<file path="src/rtl/debounce_pkg.sv">
// Shared state encoding and counter sizing for the multi-channel button debouncer.
// Compile with +define+DEBOUNCE_REPEAT_EN to enable hold-to-repeat press pulses.
package debounce_pkg;

  // Bit 3 of the state is the debounced level; bit 2 marks the one-cycle accept state.
  localparam logic [3:0] INI  = 4'b0000;
  localparam logic [3:0] WQ   = 4'b0001;
  localparam logic [3:0] SCEN = 4'b1100;
  localparam logic [3:0] CCR  = 4'b1000;
  localparam logic [3:0] WFCR = 4'b1001;

  localparam int unsigned CLEAN_BIT = 3;
  localparam int unsigned PULSE_BIT = 2;

  function automatic int unsigned cnt_width(input int unsigned a,
                                            input int unsigned b,
                                            input int unsigned c);
    int unsigned m;
    m = a;
    if (b > m) m = b;
    if (c > m) m = c;
    return $clog2(m) + 1;
  endfunction

endpackage

</file>
<file path="src/rtl/debounce_multi_if.sv">
// Button bundle: raw levels in, debounced level and press/release pulses out.
interface debounce_multi_if #(
  parameter int unsigned W = 1
);
  logic [W-1:0] btn_raw;
  logic [W-1:0] clean;
  logic [W-1:0] single;
  logic [W-1:0] release_p;

  modport master (output btn_raw, input clean, input single, input release_p);
  modport slave  (input btn_raw, output clean, output single, output release_p);
endinterface

</file>
<file path="src/rtl/debounce_ch.sv">
// One debounced button: 2-flop synchroniser, settle FSM, counter, optional repeat flag.
// Repeat pulses are built only when DEBOUNCE_REPEAT_EN is defined.
module debounce_ch
  import debounce_pkg::*;
#(
  parameter int unsigned DB_CYCLES  = 1_000_000,
  parameter int unsigned REP_DELAY  = 25_000_000,
  parameter int unsigned REP_PERIOD = 5_000_000
) (
  input logic             clk,
  input logic             rst_n,
  debounce_multi_if.slave bus
);

  localparam int unsigned      CNT_W   = cnt_width(DB_CYCLES, REP_DELAY, REP_PERIOD);
  localparam logic [CNT_W-1:0] DB_LAST = CNT_W'(DB_CYCLES - 1);

  logic             s1_q, s2_q;
  logic [3:0]       state_q, state_d;
  logic [CNT_W-1:0] cnt_q, cnt_d;
  logic             release_q, release_d;

  always_ff @(posedge clk or negedge rst_n) begin
    if (!rst_n) begin
      s1_q <= 1'b0;
      s2_q <= 1'b0;
    end else begin
      s1_q <= bus.btn_raw[0];
      s2_q <= s1_q;
    end
  end

`ifdef DEBOUNCE_REPEAT_EN
  localparam logic [CNT_W-1:0] REP_DLY_LAST = CNT_W'(REP_DELAY - 1);
  localparam logic [CNT_W-1:0] REP_PER_LAST = CNT_W'(REP_PERIOD - 1);

  logic rep_q, rep_d;
  logic rep_pulse_q, rep_pulse_d;
`endif

  always_comb begin
    state_d = state_q;
    cnt_d   = cnt_q;
`ifdef DEBOUNCE_REPEAT_EN
    rep_d   = rep_q;
`endif
    case (state_q)
      INI: begin
        cnt_d = '0;
        if (s2_q) state_d = WQ;
      end
      WQ: begin
        if (!s2_q) begin
          state_d = INI;
          cnt_d   = '0;
        end else if (cnt_q == DB_LAST) begin
          state_d = SCEN;
          cnt_d   = '0;
        end else begin
          cnt_d = cnt_q + CNT_W'(1);
        end
      end
      SCEN: begin
        state_d = CCR;
        cnt_d   = '0;
      end
      CCR: begin
        if (!s2_q) begin
          state_d = WFCR;
          cnt_d   = '0;
`ifdef DEBOUNCE_REPEAT_EN
          rep_d   = 1'b0;
`endif
        end else begin
`ifdef DEBOUNCE_REPEAT_EN
          if (cnt_q == (rep_q ? REP_PER_LAST : REP_DLY_LAST)) begin
            cnt_d = '0;
            rep_d = 1'b1;
          end else begin
            cnt_d = cnt_q + CNT_W'(1);
          end
`else
          cnt_d = '0;
`endif
        end
      end
      WFCR: begin
        if (s2_q) begin
          state_d = CCR;
          cnt_d   = '0;
        end else if (cnt_q == DB_LAST) begin
          state_d = INI;
          cnt_d   = '0;
        end else begin
          cnt_d = cnt_q + CNT_W'(1);
        end
      end
      default: begin
        state_d = INI;
        cnt_d   = '0;
      end
    endcase
  end

  // Pulses are registered from next-state values so they line up with the state
  // they describe; s1_q is the s2 level the channel will see in that cycle.
  always_comb begin
    release_d = (state_d == WFCR) && (cnt_d == DB_LAST) && !s1_q;
  end

`ifdef DEBOUNCE_REPEAT_EN
  always_comb begin
    rep_pulse_d = (state_d == CCR) &&
                  (cnt_d == (rep_d ? REP_PER_LAST : REP_DLY_LAST));
  end

  always_ff @(posedge clk or negedge rst_n) begin
    if (!rst_n) begin
      rep_q       <= 1'b0;
      rep_pulse_q <= 1'b0;
    end else begin
      rep_q       <= rep_d;
      rep_pulse_q <= rep_pulse_d;
    end
  end
`endif

  always_ff @(posedge clk or negedge rst_n) begin
    if (!rst_n) begin
      state_q   <= INI;
      cnt_q     <= '0;
      release_q <= 1'b0;
    end else begin
      state_q   <= state_d;
      cnt_q     <= cnt_d;
      release_q <= release_d;
    end
  end

  assign bus.clean     = state_q[CLEAN_BIT];
  assign bus.release_p = release_q;
`ifdef DEBOUNCE_REPEAT_EN
  assign bus.single    = state_q[PULSE_BIT] | rep_pulse_q;
`else
  assign bus.single    = state_q[PULSE_BIT];
`endif

endmodule

</file>
<file path="src/rtl/debounce_multi.sv">
// N-channel pushbutton debouncer: independent channels plus an any-pressed flag.
// Optional hold-to-repeat pulses are enabled by defining DEBOUNCE_REPEAT_EN.
module debounce_multi
  import debounce_pkg::*;
#(
  parameter int unsigned N_CH       = 5,
  parameter int unsigned DB_CYCLES  = 1_000_000,
  parameter int unsigned REP_DELAY  = 25_000_000,
  parameter int unsigned REP_PERIOD = 5_000_000
) (
  input  logic            clk,
  input  logic            rst_n,
  input  logic [N_CH-1:0] btn_raw,
  output logic [N_CH-1:0] clean,
  output logic [N_CH-1:0] single,
  output logic [N_CH-1:0] release_p,
  output logic            any_pressed
);

  for (genvar i = 0; i < N_CH; i++) begin : g_ch
    debounce_multi_if #(.W(1)) ch_if ();

    assign ch_if.btn_raw = btn_raw[i];
    assign clean[i]      = ch_if.clean;
    assign single[i]     = ch_if.single;
    assign release_p[i]  = ch_if.release_p;

    debounce_ch #(
      .DB_CYCLES (DB_CYCLES),
      .REP_DELAY (REP_DELAY),
      .REP_PERIOD(REP_PERIOD)
    ) u_ch (
      .clk  (clk),
      .rst_n(rst_n),
      .bus  (ch_if.slave)
    );
  end

  assign any_pressed = |clean;

endmodule

</file>
<file path="config.mk">
export PLATFORM = sky130hd
export DESIGN_NAME = debounce_multi
export DESIGN_NICKNAME = d
export VERILOG_FILES = /design/src/rtl/debounce_pkg.sv /design/src/rtl/debounce_multi_if.sv /design/src/rtl/debounce_ch.sv /design/src/rtl/debounce_multi.sv
export SDC_FILE = /design/constraint.sdc
export NUM_CORES = 1
export LEC_CHECK = 0
export CORE_MARGIN = 4
export CORE_UTILIZATION = 63
export DETAILED_ROUTE_END_ITERATION = 10
export PLACE_DENSITY = 0.78
export SYNTH_ARGS = -nofsm -noshare
export SYNTH_HDL_FRONTEND = slang
export SYNTH_HIERARCHICAL = 1
export SYNTH_SLANG_ARGS = --single-unit
export TNS_END_PERCENT = 20
</file>
<file path="constraint.sdc">
create_clock -name clk -period 2.85 [get_ports clk]
set_input_delay 0.57 -clock clk [delete_from_list [all_inputs] [get_ports clk]]
set_output_delay 0.57 -clock clk [all_outputs]
set_load 0.01 [all_outputs]
</file>
# Yosys cells after proc, flatten, opt, wreduce, memory -nomap -nowiden
# Index checks and enable logic that the tools add are counted.
[op_classes] add_sub_neg=5 eq_ne=35 n_mux=55 reduce_logical=21
[op_table] operator="two-way mux 26 bit" count=15
[op_table] operator="equality test 26 x 20 -> 1 bit, second input constant" count=10
[op_table] operator="one-hot mux 26 bit (2 select lines)" count=5
[op_table] operator="adder 26 x 1 -> 26 bit, second input constant" count=5
[op_table] operator="two-way mux 4 bit" count=30
[op_table] operator="one-hot mux 4 bit (5 select lines)" count=5
[op_table] operator="equality test 4 bit, second input constant" count=20
[op_table] operator="equality test 4 x 1 -> 1 bit, second input constant" count=5
[op_table] operator="logical NOT 4 bit" count=5
[op_table] operator="logical AND 1 bit" count=10
[op_table] operator="logical NOT 1 bit" count=5
[op_table] operator="OR reduction 5 bit" count=1
[word_totals] register_bits=165 input_bits=7 out_inout_bits=16 word_cells=141

# Depth between registers and ports, before layout
# Gate-level depths: netlist (run 1).
[logic_depth] depth_word=7 ltp_mapped=9 depth_no_buf=8

# Hierarchy
# Netlist (run 1), hierarchy kept.
[by_module_without_submodules] mod="debounce_ch (g_ch[0].u_ch ...)" n_inst=4 cells_each=194 area_per_inst_um2=1821.7 seq_area_each_um2=825.8
[by_module_without_submodules] mod="debounce_ch (g_ch[4].u_ch)" n_inst=1 cells_each=193 area_per_inst_um2=1838.0 seq_area_each_um2=825.8
[by_module_without_submodules] mod="debounce_multi" n_inst=1 cells_each=18 area_per_inst_um2=125.1 seq_area_each_um2=0.0

# Worst setup path before layout (run 1)
# No wires, ideal clock.
[synth_timing] path_kind="register -> register" from="reg g_ch[4].u_ch.cnt_q[8]" to="reg g_ch[4].u_ch.release_q" setup_ns=0.096 arrival_ns=2.132 t_required_ns=2.754 setup_slack_ns=0.623 path_stages_with_launch=8 n_path_buf=0 period_less_slack_ns=2.227 path_cell_list="dfrtp_1 -> nand4_2 -> or3_4 -> nor4_1 -> xnor2_1 -> nor2_2 -> or3_1 -> nor4_2"
[synth_via] elab_chain_cells=7 elab_cells_between_ends=15 cone_classes="1 x add/sub; 3 x eq/ne; 9 x mux; 2 x reduce/logical"
[synth_lines] item="start: declaration" line_no="debounce_ch.sv:20" text="logic [CNT_W-1:0] cnt_q, cnt_d;"
[synth_lines] item="start signal: assignment" line_no="debounce_ch.sv:135" text="cnt_q <= cnt_d;"
[synth_lines] item="adder 26 x 1 -> 26 bit / equality test 26 x 20 -> 1 bit (equally long branches)"
[synth_lines] item="two-way mux 26 bit (*)" line_no="debounce_ch.sv:56, debounce_ch.sv:91"
[synth_lines] item="two-way mux 26 bit, on equally long branches" line_no="debounce_ch.sv:88, debounce_ch.sv:53"
[synth_lines] item="one-hot mux 26 bit (2 select lines) (*)" line_no="debounce_ch.sv:47" text="case (state_q)"
[synth_lines] item="named net g_ch[4].u_ch.cnt_d[21]" line_no="debounce_ch.sv:20"
[synth_lines] item="equality test 26 x 20 -> 1 bit (*)" line_no="debounce_ch.sv:108" text="release_d = (state_d == WFCR) && (cnt_d == DB_LAST) && !s1_q;"
[synth_lines] item="logical AND 1 bit (*) (2 in a row)" line_no="debounce_ch.sv:108"
[synth_lines] item="named net g_ch[4].u_ch.release_d" line_no="debounce_ch.sv:21" text="logic release_q, release_d;"
[synth_lines] item="end signal: assignment" line_no="debounce_ch.sv:136" text="release_q <= release_d;"
[synth_lines] item="end: declaration" line_no="debounce_ch.sv:21"
# Mark *: on every way through the listed nets, which the timed path passes. The rest lies on a longest branch.

# Worst setup path after layout (run 1)
[layout_timing] from="reg g_ch[4].u_ch.cnt_q[7]" to="reg g_ch[4].u_ch.release_q"
# The elaborated chain is that of the path after synthesis.

==> results of run 1 <==
[registers in the layout, indices dropped and copies added, names as in the netlist]
register,cells
g_ch.u_ch/s1_q,5
g_ch.u_ch/state_q,20
g_ch.u_ch/cnt_q,130
g_ch.u_ch/s2_q,5
g_ch.u_ch/bus.release_p,5
[worst max path at each step]
stage	to	slack, ps	from	cells past startpoint
6_report	g_ch[4].u_ch/bus.release_p$_DFF_PN0_	390	g_ch[4].u_ch/cnt_q[7]$_DFF_PN0_	7
5_1_grt	g_ch[3].u_ch/bus.release_p$_DFF_PN0_	190	g_ch[3].u_ch/cnt_q[0]$_DFF_PN0_	7
4_1_cts	g_ch[4].u_ch/bus.release_p$_DFF_PN0_	400	g_ch[4].u_ch/cnt_q[6]$_DFF_PN0_	7
3_5_place_dp	g_ch[4].u_ch/bus.release_p$_DFF_PN0_	410	g_ch[4].u_ch/cnt_q[7]$_DFF_PN0_	7
3_3_place_gp	g_ch[1].u_ch/bus.release_p$_DFF_PN0_	500	g_ch[1].u_ch/cnt_q[2]$_DFF_PN0_	6
2_1_floorplan	g_ch[4].u_ch/bus.release_p$_DFF_PN0_	620	g_ch[4].u_ch/cnt_q[8]$_DFF_PN0_	7
[kinds of logic after synthesis]
family / Yosys count / synth area share
and+or+nand+nor: 496 / 0.308
AOI/OAI and AO/OA: 109 / 0.0771
buffers and inverters: 91 / 0.0498
adders and majority gates: 6 / 0.00785
DFF: 165 / 0.446
xor gates and xnor gates: 115 / 0.109
other: 5 / 0.00203
[Yosys cell counts (6+ instances only)]
library cell,number,area (sq um)
inv_1,36,135
and2_1,6,37.5
nand4_1,40,250
xor2_1,48,420
a21oi_1,19,95.1
clkbuf_1,18,67.6
buf_4,24,180
nor2_1,138,518
buf_2,10,50.1
nor4bb_1,9,90.1
o21ai_0,27,135
and4_1,7,61.3
nand2b_1,6,37.5
nor3_1,31,155
nand3_1,65,325
o31ai_1,9,67.6
nor4_1,33,206
or2_2,13,81.3
nor4_2,9,113
or3_1,17,106
xnor2_1,67,587
dfrtp_1,165,4130
and3_1,16,100
nor2b_1,12,75.1
nand4_2,6,75.1
nand2_1,49,184
nand4b_1,9,78.8
[critical path: cells and delay by family, from the launching register on]
| kind | cells | cell delay (ps) |
|---|---|---|
| xor gates and xnor gates | 1 | 180 |
| DFF | 1 | 500 |
| and+or+nand+nor | 6 | 1670 |
[where the power goes]
group	total (mW)	switching (mW)	internal (mW)
clock	2.16	0.882	1.28
combinational	0.110	0.0777	0.0325
sequential	2.37	0.0140	2.36
total	4.64	0.974	3.67
[cell type report]
type                    count  area share
flip-flops and latches    165       0.408
clock buffers              21      0.0436
inverters                  36      0.0134
repair buffers             43      0.0400
multi-input cells         731       0.461
clock inverters            11      0.0109
well taps                 184      0.0228
[placed cells by master (no fill, tap or decap), drive strengths merged, types with 6 or more instances in the layout]
cell type	Yosys	final
nand4b	9	9
xnor2	67	67
nor4	43	43
nor2	139	139
and3	16	16
nand3	65	65
nand2	49	49
and2	6	6
or2	13	13
inv	36	36
nand4	50	50
xor2	48	48
o31ai	9	9
or3	18	18
nand2b	6	6
dfrtp	165	165
o21ai	31	31
and4	12	12
clkdlybuf4s50	0	21
nor2b	12	12
nor4bb	9	9
a21oi	19	19
buf	36	22
clkinv	0	7
clkbuf	19	21
nor3	33	33
[layer usage]
metal | track usage | vias up
met4 | 0.0784 | 0
met2 | 0.390 | 181
li1 | - | 3513
met3 | 0.0556 | 41
met5 | 0 | -
met1 | 0.348 | 3510
[per-stage QoR]
stage               worst slack [ps]  std cells
CTS                              400       1191
floorplan                        623        987
detailed placement               409       1159
global route                     186       1191
global placement                 498       1159
finish                           393       1191
==> impl_results.md, run 1 <==
* Result of the run: finished clean
* RSZ-0062 raised after global routing: no
* Unique masters post-synth at 58
* Syn_area_per_cell at 9.37 sq um
* Worst-Skew Late Latency at 420 ps
* Mapped cell area at 9250 sq um
* Detailed Routing Iterations Pass 1 at 5
* Sequential share of the synthesized area at 0.446
* Setup Buffers After CTS at 0
* Largest net degree at the start of global routing at 77
* Post-synth EDFFs at 0
* 1st-iter DRT viols at 573
* Maximum capacitance violations at 0
* Slew Viols, Final at 0
* DR top layer: met4
* Reg-to-Reg Start: g_ch[4].u_ch/cnt_q[7]$_DFF_PN0_
* Layout Nets at 1006
* Yosys reg bits at 165
* Synth Instances at 987
* Min Hold Slack at 187 ps
* Fmax at 407 MHz
* Least-Margin Pin Slew at 693 ps
* Final hold vios at 0
* Num CTS Buffers at 17
* CTS Hold Buffers Added at 0
* Worst vdd ir at 0.000455 V
* Crit path kind: flop to flop
* Initial Util at 0.639
* R2R Path End: g_ch[4].u_ch/bus.release_p$_DFF_PN0_
* WL/cell at 16.3 um
* Critical path launch point type: flop
* HPWL after DPL at 13800 um
* Wire length on met1 at 8880 um
* Vias in the first global route at 6939
* # rows at 44
* Syn Nets at 999
* Routed wl met2 at 9280 um
* Antenna fix cells at 0
* Final TNS setup at 0 ps
* Power Total at 4.64 mW
* GRT Util Overall at 0.249
* HP Class: input port to asynchronous set/reset pin
* R2R Setup Slk at 390 ps
* Detailed-route vias per instance at 6.08
* Longest Clk Path Bufs at 2
* Top FF cell, synth: dfrtp_1
* First-pass GRT wire length at 33800 um
* Worst-path clk slew at 60 ps
* Fin area at 10100 sq um
* Seq. cell area at 4130 sq um
* CTS tree: yes
* Clock sinks at 165
* Asr flop ratio synth at 1.00
* Routed wl met3 at 868 um
* CORE AREA at 14500 sq um
* Placer Congestion at 0.905
* Fillers at 1101
* Crit-path cells: nand4_2 -> or3_4 -> nor4_1 -> xnor2_1 -> nor2_2 -> or3_1 -> nor4_2
* Post-layout minimum cycle time at 2460 ps
* Htree depth at 4
* Slew HR at 0.534
* Placed Area at 9560 sq um
* Cts repair resizes at 0
* Final Core Density at 0.698
* Die X at 129 um
* Gr ovfl total at 0
* R2R depth at 7
* Type of element capturing the critical path: flop
* Leakage at 3.94 nW
* Period utilization at 0.862
* Die area at 16700 sq um
* Post-route ant nets at 0
* Num ports at 23
* Worst EP required at 3170 ps
* DR DRC count at 0
* Critical Path AT at 2770 ps
* DIE HEIGHT at 129 um
* Multi-input logic area at 4660 sq um
* Setup Skew at 9.58 ps
* Root buf cell: clkbuf_16
* Max stage delay on crit path at 500 ps
* Initial antenna violation count at 0
* Setup Viol. Count Final at 0
* Layout cells sized above 1 at 0.100
* Via count at 7245
* Ys Warns at 6
* Port Buffer Count at 22
* Drt total wl at 19400 um
* Crit Path Max Fanout at 7
* Synthesis-to-layout area growth at 9.29%
* CP max stage cell: dfrtp_1
* PD cells at 459 nW/um^2
Note: power is estimated with default switching activity, not from simulation.
==> inputs of run 2 (changes only) <==
--- a/config.mk
+++ b/config.mk
@@ -7,6 +7,7 @@
 export LEC_CHECK = 0
 export CORE_MARGIN = 4
 export CORE_UTILIZATION = 63
+export CTS_CLUSTER_SIZE = 16
 export DETAILED_ROUTE_END_ITERATION = 10
 export PLACE_DENSITY = 0.78
 export SYNTH_ARGS = -nofsm -noshare
==> results of run 2 <==
Same layout as run 1: the final DEF is identical, and so are final timing and power.
